==> config.mk <==
export PLATFORM = sky130hd
export DESIGN_NAME = handshake_pipe_fifo
export DESIGN_NICKNAME = d
export VERILOG_FILES = /design/src/rtl/handshake_pipe_fifo_pkg.sv /design/src/rtl/handshake_pipe_fifo_sync.sv /design/src/rtl/handshake_pipe_fifo.sv
export SDC_FILE = /design/constraint.sdc
export NUM_CORES = 1
export LEC_CHECK = 0
export BUFFER_PORTS_ARGS = -buffer_cell sky130_fd_sc_hd__buf_2
export CAP_MARGIN = 40
export CORE_MARGIN = 4
export CORE_UTILIZATION = 60
export CTS_CLUSTER_DIAMETER = 150
export CTS_CLUSTER_SIZE = 8
export DETAILED_ROUTE_END_ITERATION = 8
export PLACE_DENSITY = 0.83
export SLEW_MARGIN = 10
export SYNTH_ARGS = -nofsm -noshare
export SYNTH_HDL_FRONTEND = slang
export SYNTH_HIERARCHICAL = 1
export SYNTH_SLANG_ARGS = --single-unit
==> constraint.sdc <==
create_clock -name clk -period 4.1 [get_ports clk]
set_input_delay 0.82 -clock clk [delete_from_list [all_inputs] [get_ports clk]]
set_output_delay 0.82 -clock clk [all_outputs]
set_load 0.01 [all_outputs]
==> src/rtl/handshake_pipe_fifo_pkg.sv <==
// Shared definitions for the two-phase handshake FIFO stage
// and its sibling pipeline blocks.
package handshake_pipe_fifo_pkg;

    localparam logic PHASE0 = 1'b0;

    localparam int PAYLOAD_W = 3;

    typedef logic [PAYLOAD_W-1:0] payload_t;

    function automatic int occ_width(input int depth);
        return $clog2(depth + 1);
    endfunction

endpackage

==> src/rtl/handshake_pipe_fifo_sync.sv <==
// Single-bit multi-flop synchroniser with asynchronous
// active-low clear to the phase-0 value.
module hs_sync
    import handshake_pipe_fifo_pkg::*;
#(
    parameter int STAGES = 2
) (
    input  logic clk,
    input  logic rst_n,
    input  logic d,
    output logic q
);

    logic [STAGES-1:0] ff;

    always_ff @(posedge clk or negedge rst_n) begin
        if (!rst_n) begin
            ff <= {STAGES{PHASE0}};
        end else begin
            ff[0] <= d;
            for (int i = 1; i < STAGES; i++) begin
                ff[i] <= ff[i-1];
            end
        end
    end

    assign q = ff[STAGES-1];

endmodule

==> src/rtl/handshake_pipe_fifo.sv <==
// Two-phase in, two-phase out buffering stage with occupancy
// reporting and sticky protocol-violation detection.
module handshake_pipe_fifo
    import handshake_pipe_fifo_pkg::*;
#(
    parameter int DATA_WIDTH  = 3,
    parameter int DEPTH       = 4,
    parameter int SYNC_STAGES = 2
) (
    input  logic                         clk,
    input  logic                         rst_n,
    input  logic                         req_in,
    output logic                         ack_out,
    input  logic [DATA_WIDTH-1:0]        data_in,
    output logic                         req_out,
    input  logic                         ack_in,
    output logic [DATA_WIDTH-1:0]        data_out,
    output logic [$clog2(DEPTH+1)-1:0]   count,
    output logic                         proto_err
);

    localparam int CW = occ_width(DEPTH);
    localparam int AW = $clog2(DEPTH);
    localparam logic [CW-1:0] FULL_CNT = CW'(DEPTH);

    logic req_s;
    logic ack_s;
    logic req_s_d;
    logic ack_s_d;
    logic in_pend_d;
    logic out_busy_d;

    logic [DATA_WIDTH-1:0] mem [DEPTH];
    logic [AW-1:0] wr_ptr;
    logic [AW-1:0] rd_ptr;

    logic in_pend;
    logic out_busy;
    logic push;
    logic pop;
    logic viol;

    hs_sync #(.STAGES(SYNC_STAGES)) u_req_sync (
        .clk   (clk),
        .rst_n (rst_n),
        .d     (req_in),
        .q     (req_s)
    );

    hs_sync #(.STAGES(SYNC_STAGES)) u_ack_sync (
        .clk   (clk),
        .rst_n (rst_n),
        .d     (ack_in),
        .q     (ack_s)
    );

    assign in_pend  = (req_s != ack_out);
    assign out_busy = (req_out != ack_s);
    assign push     = in_pend && (count < FULL_CNT);
    assign pop      = !out_busy && (count != '0);

    // A toggle is judged against the handshake state that held
    // just before the synchronised edge arrived.
    assign viol = ((ack_s != ack_s_d) && !out_busy_d)
               || ((req_s != req_s_d) && in_pend_d);

    always_ff @(posedge clk) begin
        if (push) begin
            mem[wr_ptr] <= data_in;
        end
    end

    always_ff @(posedge clk or negedge rst_n) begin
        if (!rst_n) begin
            ack_out    <= PHASE0;
            req_out    <= PHASE0;
            data_out   <= '0;
            count      <= '0;
            proto_err  <= 1'b0;
            wr_ptr     <= '0;
            rd_ptr     <= '0;
            req_s_d    <= PHASE0;
            ack_s_d    <= PHASE0;
            in_pend_d  <= 1'b0;
            out_busy_d <= 1'b0;
        end else begin
            req_s_d    <= req_s;
            ack_s_d    <= ack_s;
            in_pend_d  <= in_pend;
            out_busy_d <= out_busy;
            if (push) begin
                wr_ptr  <= wr_ptr + 1'b1;
                ack_out <= ~ack_out;
            end
            if (pop) begin
                data_out <= mem[rd_ptr];
                rd_ptr   <= rd_ptr + 1'b1;
                req_out  <= ~req_out;
            end
            unique case ({push, pop})
                2'b10:   count <= count + 1'b1;
                2'b01:   count <= count - 1'b1;
                default: count <= count;
            endcase
            if (viol) begin
                proto_err <= 1'b1;
            end
        end
    end

endmodule

==> impl_metrics.env <==
export IMPL_finalSetupViolations=0
export IMPL_synth_edf_count=12
export IMPL_cp_start_kind="flip-flop"
export IMPL_hold_buffers=0
export IMPL_antenna_found_initial=0
export IMPL_hp_class="flip-flop to flip-flop"
export IMPL_crit_required_ns=4.35
export IMPL_areaGrowthSynthToFinish_pct=13.3
export IMPL_clkPwrFrac=0.194
export IMPL_fin_crit_sh=0.511
export IMPL_synth_compound_area_frac=0.0103
export IMPL_grt_first_pass_wirelength_um=3220
export IMPL_io_pins=16
export IMPL_yosysWarnings=6
export IMPL_avgRoutedWirePerCell_um=15.3
export IMPL_synth_common_cells="21 x dfrtp_1, 12 x edfxtp_1, 7 x inv_1, 5 x ha_1, 5 x xor2_1"
export IMPL_yosys_most_used_dff="dfrtp_1"
export IMPL_fillers=132
export IMPL_crit_arrival_ns=2.35
export IMPL_grt_setup_unrepaired="no"
export IMPL_post_cts_repair_setup_buffers=0
export IMPL_dieArea_um2=3050
export IMPL_initial_core_util=0.654
export IMPL_drive_gt1_frac=0.327
export IMPL_outcome="complete, no violations"
export IMPL_syn_area_um2=1340
export IMPL_max_slew_margin=0.702
export IMPL_cp_top_family="adder cells"
export IMPL_internal_power_mw=0.788
export IMPL_cts_resized=0
export IMPL_yosysMostFrequentCell="dfrtp_1"
export IMPL_num_nets_final=113
export IMPL_gr_total_overflow=0
export IMPL_max_stage_delay_ns=0.45
export IMPL_power_frac_seq=0.445
export IMPL_die_y_um=55.2
export IMPL_drt_initial_drc_count=5
export IMPL_antennaDiodeCount=0
export IMPL_synth_top_family_by_area="multiplexers"
export IMPL_htree_levels=2
export IMPL_fmax_mhz=477
export IMPL_cpMostUsedCell="xor2_1"
export IMPL_muxShareOfSynthArea=0.109
export IMPL_gp_congestion=0.691
export IMPL_dp_slack_ns=2.00
export IMPL_worst_pin_slew_ns=0.447
export IMPL_fin_crit_ns=2.10
export IMPL_crit_slowest_cell="dfrtp_1"
export IMPL_ant_nets=0
export IMPL_synth_nets=92
export IMPL_synth_top_cell_by_area="dfrtp_1"
export IMPL_finClkSkew_ns=0.00843
export IMPL_grt_total_usage=0.165
export IMPL_vias_per_cell=5.16
export IMPL_ys_async_sr_fraction=0.636
export IMPL_crit_type="flip-flop to flip-flop"
export IMPL_maxCapViolCount=0
export IMPL_synth_simple_area_share=0.0571
export IMPL_clk_pin_slew_ns=0.10
export IMPL_ys_top_cells_by_area="dfrtp_1 39%, edfxtp_1 27%, mux4_2 5.1%"
export IMPL_cts_tree="done"
export IMPL_drcViolationCount=0
export IMPL_cts_sinks=33
export IMPL_power_density_nw_per_um2=766
export IMPL_maxSlewViolCount=0
export IMPL_ir_drop_mv=0.514
export IMPL_fin_setup_tns_ns=0
export IMPL_cts_buffers=5
export IMPL_synth_fa_ha_area_frac=0.0618
export IMPL_instances_no_fill=128
export IMPL_regToRegSetupSlack_ns=2.00
export IMPL_pwr_share_comb=0.360
export IMPL_crit_buf_inv=1
export IMPL_wirelength_um=1950
export IMPL_synth_xor_area_frac=0.0712
export IMPL_synthCells=79
export IMPL_yosysTopAreaCellShare=0.393
export IMPL_dp_hpwl_um=1450
export IMPL_syn_area_per_cell_um2=16.9
export IMPL_port_buffers=15
export IMPL_root_buffer="clkbuf_4"
export IMPL_cts_max_path_buffers=2
export IMPL_ys_seq_area_frac=0.663
export IMPL_drtPass1Iterations=5
export IMPL_finalHoldViolations=0
export IMPL_p_leak_nw=0.665
export IMPL_grt_max_degree=22
export IMPL_crit_path_end_kind="flip-flop"
export IMPL_clk_latency_ns=0.32
export IMPL_path_cells="xor2_2 -> nor2b_4 -> ha_1 -> inv_1 -> fa_1 -> xor2_1 -> nor2_1 -> xor2_1"
export IMPL_dieWidth_um=55.2
export IMPL_ys_types=21
export IMPL_fp_coreArea_um2=2040
export IMPL_fin_ws_ns=2.00
export IMPL_synth_seq_cells=33
export IMPL_crit_path_max_fanout=5
export IMPL_vias=661
export IMPL_p_sw_mw=0.371
export IMPL_grt_pass1_vias=714
export IMPL_swShare=0.320
export IMPL_std_cell_rows=16
export IMPL_dpl_cell_count=120
## power groups by stage
| stage | logic, mW | registers (mW) | clock network (mW) |
|---|---|---|---|
| after floorplan | 0.310 | 0.528 | 0 |
| after global placement | 0.401 | 0.519 | 0 |
| after detailed placement | 0.420 | 0.525 | 0 |
| after CTS | 0.426 | 0.520 | 0.227 |
| after global routing | 0.465 | 0.534 | 0.245 |
| final | 0.418 | 0.517 | 0.226 |
## through the flow
stage / hold slack (ns) / util / area [µm²] / power, mW
floorplan: 0.331 / - / 1340 / 0.839
global placement: 0.335 / 0.702 / 1430 / 0.919
detailed placement: 0.338 / 0.702 / 1430 / 0.945
CTS: 0.360 / 0.741 / 1510 / 1.17
global route: 0.382 / 0.741 / 1510 / 1.24
finish: 0.364 / 0.741 / 1510 / 1.16
## cell usage in the layout, fill, tap and decap left out, types with 4 or more instances in the layout
cell      Yosys  routed
and2_1        4       4
buf_2         0      15
clkbuf_4      0       5
dfrtp_1      21      21
edfxtp_1     12      12
ha_1          5       5
inv_1         7       7
xnor2_1       4       4
xor2_1        5       5
## area by class of cell
| cell class | instances | area, µm² | area share |
|---|---|---|---|
| clock buffer | 8 | 80.1 | 0.0529 |
| sequential | 33 | 886 | 0.585 |
| inverter | 7 | 26.3 | 0.0174 |
| multi-input combinational | 38 | 413 | 0.273 |
| timing repair buffer | 15 | 75.1 | 0.0496 |
| tap | 27 | 33.8 | 0.0223 |
## kinds of logic after synthesis
kind of cell	count (synthesis)
muxes	9
xor gates and xnor gates	10
DFF	33
and+or+nand+nor	11
AOI/OAI and AO/OA	2
buffers and inverters	8
adders and majority gates	6
## metal layers
layer | GRT usage | vias to the layer above | share of wire
li1 | - | 309 | -
met1 | 0.195 | 333 | 0.42
met2 | 0.268 | 17 | 0.52
met3 | 0.0617 | 2 | 0.051
met4 | 0.0729 | 0 | 0.0092
met5 | 0 | - | 0
## state kept, by name (all words and copies together), names as in the netlist
name / count
proto_err: 1
req_s_d: 1
count: 3
u_req_sync/ff: 2
out_busy_d: 1
u_ack_sync/ff: 2
ack_s_d: 1
wr_ptr: 2
rd_ptr: 2
data_out: 3
req_out: 1
in_pend_d: 1
ack_out: 1
mem: 12
## path summary, 6_finish.rpt
check                                    to        startpoint  cells past startpoint
setup / recovery                   count[2]  u_ack_sync/ff[1]                      8
setup reg to reg                   count[2]  u_ack_sync/ff[1]                      8
hold reg to reg            u_ack_sync/ff[1]  u_ack_sync/ff[0]                      0
max in group asynchronous         wr_ptr[0]             rst_n                      1
min in group asynchronous       data_out[1]             rst_n                      1
hold / removal             u_ack_sync/ff[1]  u_ack_sync/ff[0]                      0
## worst reg2reg max path, cell delays in order (launching register included)
cell     delay [ns]
dfrtp_1        0.45
xor2_2         0.22
nor2b_4        0.22
ha_1           0.22
inv_1          0.06
fa_1           0.38
xor2_1         0.16
nor2_1         0.15
xor2_1         0.17
(Power assumes the default switching activity.)
